**src/rtl/freq_meter.sv**
```systemverilog
// Gated edge counter: counts synchronized rising edges of SIG_IN over a window of
// GATE_CYCLES clocks and reports the total on COUNT with a one-cycle VALID strobe.
module freq_meter #(
    parameter int unsigned GATE_CYCLES = 50000000,
    parameter int unsigned GATE_W      = 26,
    parameter int unsigned CNT_W       = 16
) (
    input  logic             CLK_IN,
    input  logic             RST,
    input  logic             SIG_IN,
    input  logic             START,
    input  logic             CONT,
    output logic [CNT_W-1:0] COUNT,
    output logic             VALID,
    output logic             BUSY,
    output logic             OVF
);

    typedef enum logic [1:0] {
        ST_WARM,
        ST_IDLE,
        ST_GATE
    } state_t;

    localparam logic [GATE_W-1:0] GATE_LOAD = GATE_W'(GATE_CYCLES - 1);

    state_t             state;
    logic [1:0]         warm_cnt;
    logic               s1, s2, s3;
    logic [CNT_W-1:0]   edge_cnt;
    logic [GATE_W-1:0]  gate_cnt;
    logic               ovf_int;

    logic               e;
    logic               edge_full;
    logic               sat;
    logic [CNT_W-1:0]   edge_next;

    // A pulse arriving while the counter is already full is what marks a window as saturated.
    always_comb begin
        e         = s2 & ~s3;
        edge_full = &edge_cnt;
        sat       = e & edge_full;
        edge_next = (e && !edge_full) ? edge_cnt + 1'b1 : edge_cnt;
    end

    always_ff @(posedge CLK_IN or negedge RST) begin
        if (!RST) begin
            state    <= ST_WARM;
            warm_cnt <= '0;
            s1       <= 1'b0;
            s2       <= 1'b0;
            s3       <= 1'b0;
            edge_cnt <= '0;
            gate_cnt <= '0;
            ovf_int  <= 1'b0;
            COUNT    <= '0;
            VALID    <= 1'b0;
            BUSY     <= 1'b1;
            OVF      <= 1'b0;
        end else begin
            s1    <= SIG_IN;
            s2    <= s1;
            s3    <= s2;
            VALID <= 1'b0;

            case (state)
                ST_WARM: begin
                    if (warm_cnt == 2'd2) begin
                        state <= ST_IDLE;
                        BUSY  <= 1'b0;
                    end else begin
                        warm_cnt <= warm_cnt + 2'd1;
                    end
                end

                ST_IDLE: begin
                    if (START || CONT) begin
                        edge_cnt <= '0;
                        gate_cnt <= GATE_LOAD;
                        ovf_int  <= 1'b0;
                        state    <= ST_GATE;
                        BUSY     <= 1'b1;
                    end
                end

                ST_GATE: begin
                    if (gate_cnt == '0) begin
                        // Final cycle: the edge seen now still belongs to this window.
                        COUNT <= edge_next;
                        OVF   <= ovf_int | sat;
                        VALID <= 1'b1;
                        if (CONT) begin
                            edge_cnt <= '0;
                            gate_cnt <= GATE_LOAD;
                            ovf_int  <= 1'b0;
                        end else begin
                            state <= ST_IDLE;
                            BUSY  <= 1'b0;
                        end
                    end else begin
                        edge_cnt <= edge_next;
                        ovf_int  <= ovf_int | sat;
                        gate_cnt <= gate_cnt - 1'b1;
                    end
                end

                default: begin
                    state <= ST_WARM;
                    BUSY  <= 1'b1;
                end
            endcase
        end
    end

endmodule

```
**config.mk**
```make
export PLATFORM = sky130hd
export DESIGN_NAME = freq_meter
export DESIGN_NICKNAME = d
export VERILOG_FILES = /design/src/rtl/freq_meter.sv
export SDC_FILE = /design/constraint.sdc
export NUM_CORES = 1
export LEC_CHECK = 0
export ABC_AREA = 0
export ABC_CLOCK_PERIOD_IN_PS = 4000
export CAP_MARGIN = 20
export CELL_PAD_IN_SITES_DETAIL_PLACEMENT = 0
export CELL_PAD_IN_SITES_GLOBAL_PLACEMENT = 1
export CORE_UTILIZATION = 50
export DETAILED_ROUTE_END_ITERATION = 8
export HOLD_SLACK_MARGIN = 0.12
export PLACE_DENSITY_LB_ADDON = 0.1
export SYNTH_ARGS = -nofsm -noshare
export SYNTH_HDL_FRONTEND = slang
export SYNTH_SLANG_ARGS = --single-unit
export TNS_END_PERCENT = 30
```
**constraint.sdc**
```tcl
create_clock -name CLK_IN -period 4 [get_ports CLK_IN]
set_input_delay 0.8 -clock CLK_IN [delete_from_list [all_inputs] [get_ports CLK_IN]]
set_output_delay 0.8 -clock CLK_IN [all_outputs]
set_load 0.05 [all_outputs]
```
# Word level (Yosys, flattened, before mapping)
# Cells that the tools add are included.
[op_classes]
eq_ne = 8
n_addsub = 3
bitwise = 5
n_mux = 25
n_reduce_logical = 11
[op_table]
columns = ["cell", "count"]
rows = [
  ["$mux 26", 3],
  ["$mux 16", 4],
  ["$pmux 26 s2", 1],
  ["$pmux 16 s2", 1],
  ["$logic_not 26->1", 1],
  ["$sub 26x1->26 const B", 1],
  ["$add 16x1->16 const B", 1],
  ["$reduce_and 16->1", 1],
  ["$mux 1", 9],
  ["$mux 2", 4],
  ["$ne 2x2->1 const B", 4],
  ["$pmux 2 s3", 1],
  ["$eq 2x2->1 const B", 2],
  ["$reduce_and 2->1", 2],
  ["$reduce_and 4->1", 1],
  ["$ne 3x3->1 const B", 1],
  ["$pmux 1 s3", 1],
  ["$reduce_and 3->1", 1],
  ["$add 2x1->2 const B", 1],
  ["$and 1x1->1", 2],
  ["$eq 2x1->1 const B", 1],
  ["$logic_not 2->1", 1],
  ["$not 1->1", 2],
  ["$pmux 1 s2", 1],
  ["other kinds (5)", 5],
]
[totals]
regBits = 69
word_cells = 64
input_bits = 5
out_inout_bits = 19

# Longest topological paths before layout
# Gate-level depths: netlist of the first run.
[depth]
ltp_word = 6
mapped_depth = 8
depth_no_buf = 8

# Worst setup path after synthesis of the first run
# OpenSTA, ideal clock, no wires.
[synth_timing]
path_kind = "in2reg"
start = "input CONT"
end = "register gate_cnt[10]"
required_time_ns = 3.921
path_buffers = 1
slack_ns = 1.772
stages = 6
setup_ns = 0.079
arrival_time_ns = 2.148
cell_sequence = "buf_2 > o21ai_0 > nor2_1 > a21oi_1 > a2111oi_0 > mux2i_1"
[synth_via]
elab_chain_cells = 3
word_cells_on_any_way = 4
classes_between = "eq/ne (2); reduce/logical (2)"
[synth_lines]
columns = ["item", "line_no", "text"]
rows = [
  ["from (decl)", "12", "input logic CONT,"],
  ["$logic_or 1x1->1", "78", "if (START || CONT) begin"],
  ["$ne 2x2->1 (no source line)", "--", ""],
  ["$reduce_and 3->1 (no source line) (*)", "--", ""],
  ["to (signal assigned)", "104", "gate_cnt <= gate_cnt - 1'b1;"],
  ["to (decl)", "31", "logic [GATE_W-1:0] gate_cnt;"],
]
# Every way passes the cells marked *; elsewhere a longest branch is shown, timed or not.
# A chain may end at the register's enable or synchronous reset.

# Worst setup path after layout of the first run
# Same ends and word-level chain as after synthesis.

==> results of run 1 <==
==> power by group through the flow <==
stage | Sequential, W | Combinational, W | Clock, W
6_report | 0.00101 | 0.000383 | 0.000702
5_1_grt | 0.00104 | 0.000434 | 0.000746
4_1_cts | 0.00101 | 0.000388 | 0.000712
3_5_place_dp | 0.00102 | 0.000387 | 0
3_3_place_gp | 0.00102 | 0.000377 | 0
2_1_floorplan | 0.000967 | 0.000334 | 0
==> worst max-delay path by stage <==
stage / end / cells after the start
after global routing: gate_cnt[6] / 8
after detailed placement: gate_cnt[6] / 8
after CTS: gate_cnt[6] / 8
after floorplan: gate_cnt[10] / 6
final: gate_cnt[10] / 8
after global placement: gate_cnt[10] / 8
==> layer usage <==
layer | vias to the layer above | track usage | routed length, um
li1 | 1574 | - | -
met1 | 1586 | 0.3671 | 4657
met2 | 105 | 0.3445 | 3807
met3 | 15 | 0.04726 | 427
met4 | 0 | 0.08594 | 178
met5 | - | 0 | 0
==> Yosys cell counts (2+ instances only) <==
cell       instances
nor4_2             3
mux2i_1           26
and3_1            13
nor4_1             5
nor2_1            20
nor4_4             2
a21oi_1           15
a211oi_1           6
xnor2_1           11
nor2b_1            3
buf_6              2
o31ai_1            3
nand4b_1           2
mux2_2             4
and4_1             5
or4_4              2
a21o_1             9
o21a_1             4
nor3b_1            2
nor3_1            22
clkbuf_1           9
inv_1             11
buf_2              7
nand4_1           12
nand2b_1           7
dfrtp_1           68
ha_1               4
or3_1             12
a2111oi_0          2
and4b_1            2
clkbuf_2           2
xor2_1             5
a31oi_1            2
o21ai_1            3
nand3_1           24
nand2_1           20
a22o_1             2
or4_1              6
o21ai_0           22
==> logic make-up after synthesis <==
group | synth area share
buf+inv | 0.03709
xor+xnor | 0.03462
mux | 0.07542
flops | 0.4269
compound gates | 0.1403
simple gates | 0.2733
fa+ha+maj | 0.01237
==> critical path: cells and delay by family <==
kind | cells | cell delay, ps
compound gates | 3 | 780
mux | 1 | 240
simple gates | 1 | 110
buf+inv | 3 | 1070
==> final cells by class <==
cell class / instances / area [sq um]
fillers: 708 / 3176
multi-input cells: 307 / 2170
flip-flops and latches: 69 / 1728
repair buffers: 31 / 285.3
clock buffers: 12 / 145.1
well taps: 102 / 127.6
clock inverters: 4 / 95.09
inverters: 11 / 41.29
==> sequential cells by signal (all words and copies together), names as in the netlist <==
| register | cells |
|---|---|
| gate_cnt | 26 |
| COUNT | 16 |
| edge_cnt | 16 |
| state | 2 |
| warm_cnt | 2 |
| BUSY | 1 |
| OVF | 1 |
| VALID | 1 |
| ovf_int | 1 |
| s1 | 1 |
| s2 | 1 |
| s3 | 1 |
==> metrics by stage <==
| step | instances | area (sq um) | util | power (W) |
|---|---|---|---|---|
| 2_1_floorplan | 408 | 4048 | - | 0.001301 |
| 3_3_place_gp | 520 | 4352 | 0.5602 | 0.001396 |
| 3_5_place_dp | 520 | 4352 | 0.5602 | 0.001412 |
| 4_1_cts | 536 | 4592 | 0.5912 | 0.002113 |
| 5_1_grt | 536 | 4592 | 0.5912 | 0.002222 |
| 6_report | 536 | 4592 | 0.5912 | 0.002098 |
==> summary.txt, run 1 <==
Run status
  – Outcome: finished, final reports clean

GRT
  – First-pass GRT wire length: between 15 and 20 mm
  – Tot GR Track Use: 0.2433
  – Vias in the first global route: between 3000 and 4000
  – Largest net degree at the start of global routing: 41
  – Initial antenna violation count: 0
  – GR Overflow Total: 0

Floorplanning
  – Die Ht: 91.98 um
  – Die Wd: ~90 um
  – Initial Util: 0.5211
  – Number of I/O pins: 24
  – Full die area: 8459 sq um
  – # rows: 32
  – CORE AREA: between 7000 and 8000 sq um

Clocking
  – H-tree lvl count: 3
  – Clk pin slew, worst setup/hold paths: about 70 ps
  – CTS tree: yes
  – Skew-Pair Late Insertion Delay: roughly 360 ps
  – Clk buf depth: 2
  – CTS Buf Count: 9
  – Hold buffer count at cts: 0
  – Clock Sink Count: between 60 and 70
  – Cts repair resizes: 0
  – Root Buffer: clkbuf_8
  – # Post-CTS Setup Buffers: 0

Synth
  – Mapped cell area: around 4000 sq um
  – Synthesized flop and latch total: between 60 and 70
  – Top FF cell, synth: dfrtp_1
  – Largest cells by area after synthesis: dfrtp_1 (42%), mux2i_1 (6.4%), nand3_1 (3.0%)
  – Synth Warn #: 0
  – Synth Area per Inst: 9.921 sq um
  – Register area share after synthesis: 0.4269
  – Top cell type's share of synthesized area: 0.4204
  – Leading area contributor after synthesis: dfrtp_1
  – Count of cell types in the netlist: around 70
  – Async set or reset register ratio after synthesis: 1.000
  – Post-synthesis net count: 417
  – Post-synth EDFFs: 0
  – Gate count of the mapped netlist: between 400 and 500

Setup path
  – CP peak stage delay: roughly 630 ps
  – Critical path cell sequence: clkdlybuf4s50_1 -> o21ai_0 -> nor2_1 -> buf_4 -> a21oi_1 -> buf_4 -> a2111oi_0 -> mux2i_1
  – Critical path type: primary input to register
  – Most numerous cell on the critical path: buf_4
  – Worst setup EP type: register
  – Reg-to-reg startpoint: gate_cnt[0]
  – CP Launch Type: primary input
  – CP Max Fanout: 16
  – Worst Path Arrival: 2990 ps
  – CP max-delay cell: clkdlybuf4s50_1
  – R2R cell count: 8
  – Reg2reg end: edge_cnt[8]
  – WP data required: 4280 ps
  – R2r setup slk: approximately 1300 ps
  – Critical path origin: CONT

STA
  – Worst setup margin: approximately 1300 ps
  – Fmax achieved: 368.2 MHz
  – Setup tns final: 0 ps
  – WHS: roughly 360 ps
  – Slew Limit Headroom: 0.3971
  – Clock skew: between 10 and 15 ps
  – Final-report max-slew violation count: 0
  – Period utilization: 0.6789
  – Count of final hold-check violations: 0
  – Tmin final: about 2700 ps
  – Actual slew at the worst max-slew pin: roughly 900 ps
  – Unrepaired setup endpoints after global routing: no
  – Final setup vio count: 0

Cells and area
  – Antenna diodes: 0
  – Most common cell after layout, fill and taps aside: dfrtp_1
  – Total Nets Final: 438
  – Fraction of final layout cells sized beyond drive strength 1: 0.1152
  – Commonest non-fill, non-tap cells in the layout: dfrtp_1 (68), mux2i_1 (26), nand3_1 (24)
  – Synthesis-to-layout area growth: 13.45%

Drt
  – Antenna viol nets, final: 0
  – Initial DRT Pass Iterations: 5
  – Vias/cell: 6.119
  – WL/cell: 16.92 um
  – Via Count: 3280
  – DRT Wirelength: between 9 and 10 mm
  – DRC viols: 0
  – Initial DRC Count: 225

Hold path
  – Hold path depth: 0
  – Worst Hold Launch: s1
  – Worst Hold End: s2
  – Hold Path Class: register to register

Pwr
  – Psw: between 0.0006 and 0.0007 W
  – Switch share: 0.3139
  – Seq pwr share: 0.483
  – Int Power: ~0.0014 W
  – Gate power share: 0.183
  – Leak: approximately 1.8 nW
  – Clock power frac: 0.334
  – Largest vdd supply drop: approximately 0.34 mV
  – Pwr/cell area: around 460 nW/um^2

Place
  – Hpwl dp: about 6.5 mm
  – Port bufs: 23
  – Place WS: 919.6 ps
  – GPL Wtd Cong: about 0.87

Flow run
  – Max Cap Viol: 0
Note: power is estimated with default switching activity, not from simulation.
==> inputs of run 2 (changes only) <==
--- a/config.mk
+++ b/config.mk
@@ -6,11 +6,11 @@
 export NUM_CORES = 1
 export LEC_CHECK = 0
 export ABC_AREA = 0
-export ABC_CLOCK_PERIOD_IN_PS = 4000
+export ABC_CLOCK_PERIOD_IN_PS = 2260
 export CAP_MARGIN = 20
 export CELL_PAD_IN_SITES_DETAIL_PLACEMENT = 0
 export CELL_PAD_IN_SITES_GLOBAL_PLACEMENT = 1
-export CORE_UTILIZATION = 50
+export CORE_UTILIZATION = 43
 export DETAILED_ROUTE_END_ITERATION = 8
 export HOLD_SLACK_MARGIN = 0.12
 export PLACE_DENSITY_LB_ADDON = 0.1
==> constraint.sdc (replaced) <==
create_clock -name CLK_IN -period 2.26 [get_ports CLK_IN]
set_input_delay 0.452 -clock CLK_IN [delete_from_list [all_inputs] [get_ports CLK_IN]]
set_output_delay 0.452 -clock CLK_IN [all_outputs]
set_load 0.05 [all_outputs]
==> run 2 against run 1 <==
Against the previous run: count of clock-buffer cells in the layout is 3 lower; global-route usage shrank 3.1 points; largest power group unchanged; via count up 1.4%; hold slack got worse by 29 ps; flip-flop and latch count stayed put; wire length rose by 3.7%; sequential share of layout area shrank 2.5 points; cell count grew 8.4%; critical path depth fell by 2; critical endpoint is now gate_cnt[17]; highest routed layer unchanged; critical path type is now register to register; design area grew 7.0%.
==> summary.txt, run 2 (synthesized netlist as in run 1, its figures left out) <==
STA
  – Period utilization: 0.9607
  – Worst setup margin: 88.89 ps (was 1284 ps)
  – WHS: 335.1 ps (was 364.3 ps)
  – Fmax achieved: around 460 MHz
  – Tmin final: ~2200 ps
  – Clock skew: 13.37 ps (was 10.80 ps)
  – Actual slew at the worst max-slew pin: 518.5 ps (was 904.3 ps)
  – Final-report max-slew violation count: 0 (unchanged)
  – Final setup vio count: 0 (unchanged)
  – Count of final hold-check violations: 0 (unchanged)
  – Setup tns final: 0 ps (unchanged)
  – Unrepaired setup endpoints after global routing: no (unchanged)
  – Slew Limit Headroom: 0.6454 (was 0.3971)

Setup path
  – CP Max Fanout: 8 (was 16)
  – Critical path type: register to register (was primary input to register)
  – Worst Path Arrival: 2440 ps (was 2990 ps)
  – CP Launch Type: register (was primary input)
  – R2R cell count: 6 (was 8)
  – Worst setup EP type: register (unchanged)
  – WP data required: 2530 ps (was 4280 ps)

Hold path
  – Hold path depth: 0 (unchanged)
  – Hold Path Class: register to register (unchanged)

Clocking
  – Clk pin slew, worst setup/hold paths: 80 ps (was 70 ps)
  – Skew-Pair Late Insertion Delay: 350 ps (was 360 ps)
  – CTS Buf Count: 9 (unchanged)
  – H-tree lvl count: 3 (unchanged)
  – Clk buf depth: 2 (unchanged)
  – Root Buffer: clkbuf_8 (unchanged)
  – CTS tree: yes (unchanged)
  – # Post-CTS Setup Buffers: 0 (unchanged)
  – Clock Sink Count: 69 (unchanged)

GRT
  – GR Overflow Total: 0 (unchanged)
  – Vias in the first global route: 3253 (was 3169)
  – Tot GR Track Use: 0.2118 (was 0.2433)
  – Initial antenna violation count: 0 (unchanged)
  – First-pass GRT wire length: 16.31 mm (was 15.99 mm)
  – Largest net degree at the start of global routing: 70 (was 41)

Place
  – GPL Wtd Cong: 0.8156 (was 0.8730)
  – Hpwl dp: 6.728 mm (was 6.460 mm)
  – Port bufs: 23 (unchanged)
  – Place WS: -24.30 ps (was 919.6 ps)
  – Placed inst area: 4671 sq um (was 4352 sq um)

Cells and area
  – Fraction of final layout cells sized beyond drive strength 1: 0.1894 (was 0.1152)
  – Largest Register: gate_cnt (unchanged)
  – Synthesis-to-layout area growth: 21.42% (was 13.45%)
  – Antenna diodes: 0 (unchanged)
  – Post-layout util: 0.5344 (was 0.5912)
  – Largest regs: gate_cnt x26, COUNT x16, edge_cnt x16 (unchanged)
  – Most common cell after layout, fill and taps aside: dfrtp_1 (unchanged)
  – Total Nets Final: 475 (was 438)
  – Max reg flops: 26 (unchanged)
  – Final Instance Area: 4915 sq um (was 4592 sq um)
  – Commonest non-fill, non-tap cells in the layout: dfrtp_1 (68), buf_4 (41), mux2i_1 (26) (was dfrtp_1 (68), mux2i_1 (26), nand3_1 (24))

Drt
  – DRT Wirelength: 9.407 mm (was 9.070 mm)
  – Initial DRT Pass Iterations: 4 (was 5)
  – Initial DRC Count: 170 (was 225)
  – Via Count: 3327 (was 3280)
  – Antenna viol nets, final: 0 (unchanged)
  – Vias/cell: 5.726 (was 6.119)
  – DRC viols: 0 (unchanged)
  – WL/cell: 16.19 um (was 16.92 um)

Floorplanning
  – # rows: 35 (was 32)
  – Number of I/O pins: 24 (unchanged)
  – Die Wd: 99.02 um (was 91.98 um)
  – Full die area: 9805 sq um (was 8459 sq um)
  – CORE AREA: 9196 sq um (was 7767 sq um)
  – Die Ht: 99.02 um (was 91.98 um)
  – Initial Util: 0.4401 (was 0.5211)

Pwr
  – Leak: 1.985 nW (was 1.810 nW)
  – Pwr/cell area: 756.5 nW/um^2 (was 456.9 nW/um^2)
  – Largest vdd supply drop: 0.3754 mV (was 0.3401 mV)

Run status
  – Outcome: finished, final reports clean (unchanged)

Flow run
  – Max Cap Viol: 0 (unchanged)
-- run 2: changes by cell type in the layout (fill, tap and decap cells not counted), sizes merged --
cell | before | now
dlygate4sd3 | 0 | 1
clkinv | 1 | 2
clkinvlp | 0 | 2
buf | 9 | 45
bufinv | 3 | 2
clkbuf | 12 | 9
-- run 2: report_power, final --
part           total, W  switching [W]  internal, W
Clock           0.00111       0.000495     0.000615
Sequential      0.00175       0.000305      0.00145
Combinational  0.000853       0.000426     0.000427
Total           0.00372        0.00123      0.00249
-- run 2: metal layers --
metal | share of wire | vias up | global-route usage | wire, um
li1 | - | 1643 | - | -
met1 | 0.47 | 1617 | 0.2689 | 4415
met2 | 0.49 | 53 | 0.3615 | 4643
met3 | 0.020 | 14 | 0.04539 | 184
met4 | 0.017 | 0 | 0.06429 | 164
met5 | 0 | - | 0 | 0
-- run 2: cell type report --
class / count / area [sq um]
flip-flops and latches: 69 / 1728
inverters: 11 / 41.29
clock inverters: 6 / 88.84
clock buffers: 9 / 123.9
repair buffers: 68 / 603.1
well taps: 111 / 138.9
fillers: 843 / 4282
multi-input cells: 307 / 2191
-- run 2: through the flow --
stage               instances  total power [W]
CTS                       581         0.003755
detailed placement        565         0.002612
finish                    581         0.003718
global route              581         0.003961
floorplan                 408         0.002303
global placement          565         0.002577
-- run 2: timing repair --
| item | 4_1_cts | 5_1_grt |
|---|---|---|
| endpoints found under the setup margin | 1 | 19 |
| endpoints found under the hold margin | 6 | 0 |
| resized for setup | 1 | 3 |
| hold buffers | 1 | 0 |
-- run 2: critical path: stages, from the launching register on --
cell and delay, ps:
dfrtp_1 480, or4_4 620, nor2_2 170, o311ai_1 120, buf_4 160, a211oi_1 330, mux2i_1 220
-- run 2: path summary, 6_finish.rpt --
| path | to | startpoint | slack (ps) |
|---|---|---|---|
| setup / recovery | gate_cnt[17] | gate_cnt[3] | 90 |
| hold / removal | s2 | s1 | 340 |
| setup reg to reg | gate_cnt[17] | gate_cnt[3] | 90 |
| hold reg to reg | s2 | s1 | 340 |
| max in group asynchronous | BUSY | RST | 1270 |
| min in group asynchronous | COUNT[4] | RST | 670 |
==> inputs of run 3 (changes only) <==
==> config.mk (replaced) <==
export PLATFORM = sky130hd
export DESIGN_NAME = freq_meter
export DESIGN_NICKNAME = d
export VERILOG_FILES = /design/src/rtl/freq_meter.sv
export SDC_FILE = /design/constraint.sdc
export NUM_CORES = 1
export LEC_CHECK = 0
export ABC_AREA = 1
export ABC_CLOCK_PERIOD_IN_PS = 1900
export CAP_MARGIN = 20
export CELL_PAD_IN_SITES_DETAIL_PLACEMENT = 0
export CELL_PAD_IN_SITES_GLOBAL_PLACEMENT = 1
export CORE_UTILIZATION = 40
export DETAILED_ROUTE_END_ITERATION = 8
export HOLD_SLACK_MARGIN = 0.12
export PLACE_DENSITY_LB_ADDON = 0.05
export SYNTH_ARGS = -nofsm -noshare
export SYNTH_HDL_FRONTEND = slang
export SYNTH_SLANG_ARGS = --single-unit
export TNS_END_PERCENT = 30
==> constraint.sdc (replaced) <==
create_clock -name CLK_IN -period 1.9 [get_ports CLK_IN]
set_input_delay 0.38 -clock CLK_IN [delete_from_list [all_inputs] [get_ports CLK_IN]]
set_output_delay 0.38 -clock CLK_IN [all_outputs]
set_load 0.05 [all_outputs]
==> run 3 against run 2 <==
Against the previous run: via count increased by 14%; flip-flop and latch count unchanged; critical path depth increased by 4; hold slack improved by 18 ps; global-route usage increased by 0.58 points.
==> summary.txt, run 3 <==
Pwr
  – Clock power frac: 0.232 (was 0.299)
  – Int Power: 0.003699 W (was 0.002492 W)
  – Leak: 2.508 nW (was 1.985 nW)
  – Largest vdd supply drop: 0.6488 mV (was 0.3754 mV)
  – Gate power share: 0.426 (was 0.229)
  – Psw: 0.002768 W (was 0.001226 W)
  – Switch share: 0.4280 (was 0.3298)
  – Pwr/cell area: 1298 nW/um^2 (was 756.5 nW/um^2)
  – Seq pwr share: 0.341 (was 0.472)

STA
  – Final-report max-slew violation count: 0 (unchanged)
  – Period utilization: 0.9257 (was 0.9607)
  – Clock skew: 12.30 ps (was 13.37 ps)
  – Slew Limit Headroom: 0.6364 (was 0.6454)
  – Unrepaired setup endpoints after global routing: no (unchanged)
  – Fmax achieved: 568.5 MHz (was 460.6 MHz)
  – Setup tns final: 0 ps (unchanged)
  – Actual slew at the worst max-slew pin: 544.8 ps (was 518.5 ps)
  – Final setup vio count: 0 (unchanged)
  – Tmin final: 1759 ps (was 2171 ps)
  – Count of final hold-check violations: 0 (unchanged)

Cells and area
  – Fillers: 996 (was 843)
  – Max reg flops: 26 (unchanged)
  – Fraction of final layout cells sized beyond drive strength 1: 0.1659 (was 0.1894)
  – Synthesis-to-layout area growth: 19.83% (was 21.42%)
  – Total Nets Final: 631 (was 475)
  – Post-layout util: 0.5029 (was 0.5344)
  – Commonest non-fill, non-tap cells in the layout: nand2_1 (187), dfrtp_1 (67), nand3_1 (54) (was dfrtp_1 (68), buf_4 (41), mux2i_1 (26))
  – Largest Register: gate_cnt (unchanged)
  – Most common cell after layout, fill and taps aside: nand2_1 (was dfrtp_1)
  – Final Instance Area: 4984 sq um (was 4915 sq um)
  – Antenna diodes: 0 (unchanged)
  – Largest regs: gate_cnt x26, COUNT x16, edge_cnt x16 (unchanged)

Synth
  – Mux share of post-synthesis cell area: 0 (was 0.07543)
  – Top cell type's share of synthesized area: 0.4091 (was 0.4204)
  – Top FF cell, synth: dfrtp_1 (unchanged)
  – Count of cell types in the netlist: 32 (was 68)
  – Largest family of logic cells by synthesized area: simple AND/OR/NAND/NOR gates (unchanged)
  – Post-synth EDFFs: 0 (unchanged)
  – Synth Area in Simple Gates: 0.4037 (was 0.2733)
  – Async set or reset register ratio after synthesis: 1.000 (unchanged)
  – Post-synthesis adder-cell area fraction: 0.01203 (was 0.01236)
  – Gate count of the mapped netlist: 571 (was 408)
  – Synth Area per Inst: 7.284 sq um (was 9.921 sq um)
  – Commonest cells in the netlist: nand2_1 (188), dfrtp_1 (68), nor2_1 (55) (was dfrtp_1 (68), mux2i_1 (26), nand3_1 (24))
  – Synth Warn #: 0 (unchanged)
  – Most common cell in the netlist: nand2_1 (was dfrtp_1)
  – Largest cells by area after synthesis: dfrtp_1 (41%), nand2_1 (17%), nand3_1 (6.5%) (was dfrtp_1 (42%), mux2i_1 (6.4%), nand3_1 (3.0%))
  – Register area share after synthesis: 0.4155 (was 0.4269)
  – Synthesized flop and latch total: 69 (unchanged)
  – Xor-xnor portion of the synthesized cell area: 0.02527 (was 0.03462)
  – Leading area contributor after synthesis: dfrtp_1 (unchanged)
  – Post-synthesis net count: 580 (was 417)
  – Mapped cell area: 4159 sq um (was 4048 sq um)
  – Compound-gate portion of the synthesized area: 0.05987 (was 0.1403)

Floorplanning
  – Number of I/O pins: 24 (unchanged)
  – # rows: 36 (was 35)
  – Full die area: 10810 sq um (was 9805 sq um)
  – CORE AREA: 9910 sq um (was 9196 sq um)
  – Die Ht: 104.0 um (was 99.02 um)
  – Die Wd: 104.0 um (was 99.02 um)
  – Initial Util: 0.4197 (was 0.4401)

Clocking
  – Clk buf depth: 2 (unchanged)
  – CTS Buf Count: 9 (unchanged)
  – Clk pin slew, worst setup/hold paths: 90 ps (was 80 ps)
  – Root Buffer: clkbuf_8 (unchanged)
  – Skew-Pair Late Insertion Delay: 350 ps (about the same)
  – H-tree lvl count: 3 (unchanged)
  – CTS tree: yes (unchanged)
  – Clock Sink Count: 69 (unchanged)

Hold path
  – Hold path depth: 0 (unchanged)
  – Hold Path Class: register to register (unchanged)

GRT
  – Vias in the first global route: 3835 (was 3253)
  – Initial antenna violation count: 0 (unchanged)
  – Met2 Use GR: 0.4019 (was 0.3615)
  – GR Overflow Total: 0 (unchanged)
  – Largest net degree at the start of global routing: 31 (was 70)
  – Tot GR Track Use: 0.2176 (was 0.2118)
  – Met3 Use GR: 0.03759 (was 0.04539)
  – First-pass GRT wire length: 18.66 mm (was 16.31 mm)
  – Global routing's busiest layer: met2 (unchanged)
  – Grt met1 use: 0.2544 (was 0.2689)

Setup path
  – WP data required: 2110 ps (was 2530 ps)
  – Worst setup EP type: register (unchanged)
  – CP max-delay cell: dfrtp_1 (was or4_4)
  – R2R cell count: 10 (was 6)
  – Worst Path Arrival: 1970 ps (was 2440 ps)
  – Most numerous cell on the critical path: nor2_4
  – CP Max Fanout: 14 (was 8)
  – CP Launch Type: register (unchanged)
  – Critical path cell sequence: ha_1 -> inv_1 -> nor2_4 -> inv_2 -> nor2_4 -> nand2_2 -> nand2_4 -> buf_12 -> xor2_1 -> o21ai_0 (was or4_4 -> nor2_2 -> o311ai_1 -> buf_4 -> a211oi_1 -> mux2i_1)
  – Critical path type: register to register (unchanged)
  – CP peak stage delay: 380 ps (was 620 ps)
  – R2r setup slk: 140 ps (was 90 ps)

Drt
  – Initial DRT Pass Iterations: 4 (unchanged)
  – Vias/cell: 4.997 (was 5.726)
  – Via Count: 3798 (was 3327)
  – WL/cell: 14.37 um (was 16.19 um)
  – Initial DRC Count: 148 (was 170)
  – DRT Wirelength: 10.92 mm (was 9.407 mm)
  – DRC viols: 0 (unchanged)
  – Antenna viol nets, final: 0 (unchanged)

Place
  – GPL Wtd Cong: 0.8609 (was 0.8156)
  – Port bufs: 23 (unchanged)
  – Placed inst area: 4664 sq um (was 4671 sq um)
  – Hpwl dp: 7.945 mm (was 6.728 mm)

Run status
  – Outcome: finished, final reports clean (unchanged)

Flow run
  – Max Cap Viol: 0 (unchanged)
-- run 3: cell types whose count changed after synthesis, moves of 10 or more --
cell	previous run	this run
and3_1	13	0
mux2i_1	26	0
nand2_1	20	188
inv_1	11	53
nand4_1	12	31
nor2_1	20	55
nor3_1	22	5
o21ai_1	3	24
or3_1	12	0
a21oi_1	15	1
nand2_2	0	10
nand3_1	24	54
-- run 3: area by class of cell --
type                    instances  area (sq um)  share of cell area
well taps                     133         166.4             0.03339
repair buffers                 56         504.2              0.1012
inverters                      57         216.5             0.04343
clock buffers                   9         123.9             0.02486
clock inverters                 7         121.4             0.02435
flip-flops and latches         69          1729              0.3470
multi-input cells             429          2122              0.4258
-- run 3: cell families (layout without fill, tap and decap cells) --
logic type | after synthesis | after routing
simple gates | 365 | 365
fa+ha+maj | 4 | 4
buf+inv | 73 | 129
compound gates | 48 | 48
xor+xnor | 12 | 12
flops | 69 | 69
-- run 3: metrics by stage --
| stage | std cells | hold slack, ps | setup slack, ps | total power [W] |
|---|---|---|---|---|
| 3_5_place_dp | 741 | 328.4 | 80.82 | 0.004910 |
| 4_1_cts | 758 | 356.6 | 3.270 | 0.006443 |
| 6_report | 760 | 353.5 | 141.1 | 0.006467 |
| 2_1_floorplan | 571 | 84.41 | 205.6 | 0.004132 |
| 3_3_place_gp | 741 | 324.1 | 136.8 | 0.004857 |
| 5_1_grt | 760 | 374.2 | 7.207 | 0.006995 |
-- run 3: worst paths after layout --
check                       startpoint      endpoint
setup / recovery           edge_cnt[1]      COUNT[0]
hold / removal                      s1            s2
setup reg to reg           edge_cnt[1]      COUNT[0]
hold reg to reg                     s1            s2
max in group asynchronous          RST  gate_cnt[18]
min in group asynchronous          RST      COUNT[5]
-- run 3: power by group through the flow --
stage	combinational (W)	sequential [W]	clock, W
5_1_grt	0.00313	0.00227	0.00159
3_3_place_gp	0.00264	0.00222	0
3_5_place_dp	0.00269	0.00222	0
4_1_cts	0.00270	0.00220	0.00154
6_report	0.00276	0.00221	0.00150
2_1_floorplan	0.00194	0.00219	0
-- run 3: repair_timing --
item                                    in CTS  in global routing
hold buffers                                 1                  0
pin swaps                                    0                  1
hold endpoints to repair                    23                  0
gates resized for setup                      4                 24
endpoints found under the setup margin       4                 29
buffers inserted                             0                  2
-- run 3: metal layers --
metal | vias to the layer above | wire length (um) | part of all wire
li1 | 1949 | - | -
met1 | 1778 | 4811 | 0.44
met2 | 54 | 5623 | 0.52
met3 | 17 | 247 | 0.023
met4 | 0 | 235 | 0.022
met5 | - | 0 | 0
-- run 3: worst max-delay path, delay by kind of cell (launching register included) --
family	cells	cell delay, ps
buf+inv	3	280
xor+xnor	1	190
compound gates	1	100
simple gates	4	480
flops	1	380
fa+ha+maj	1	180
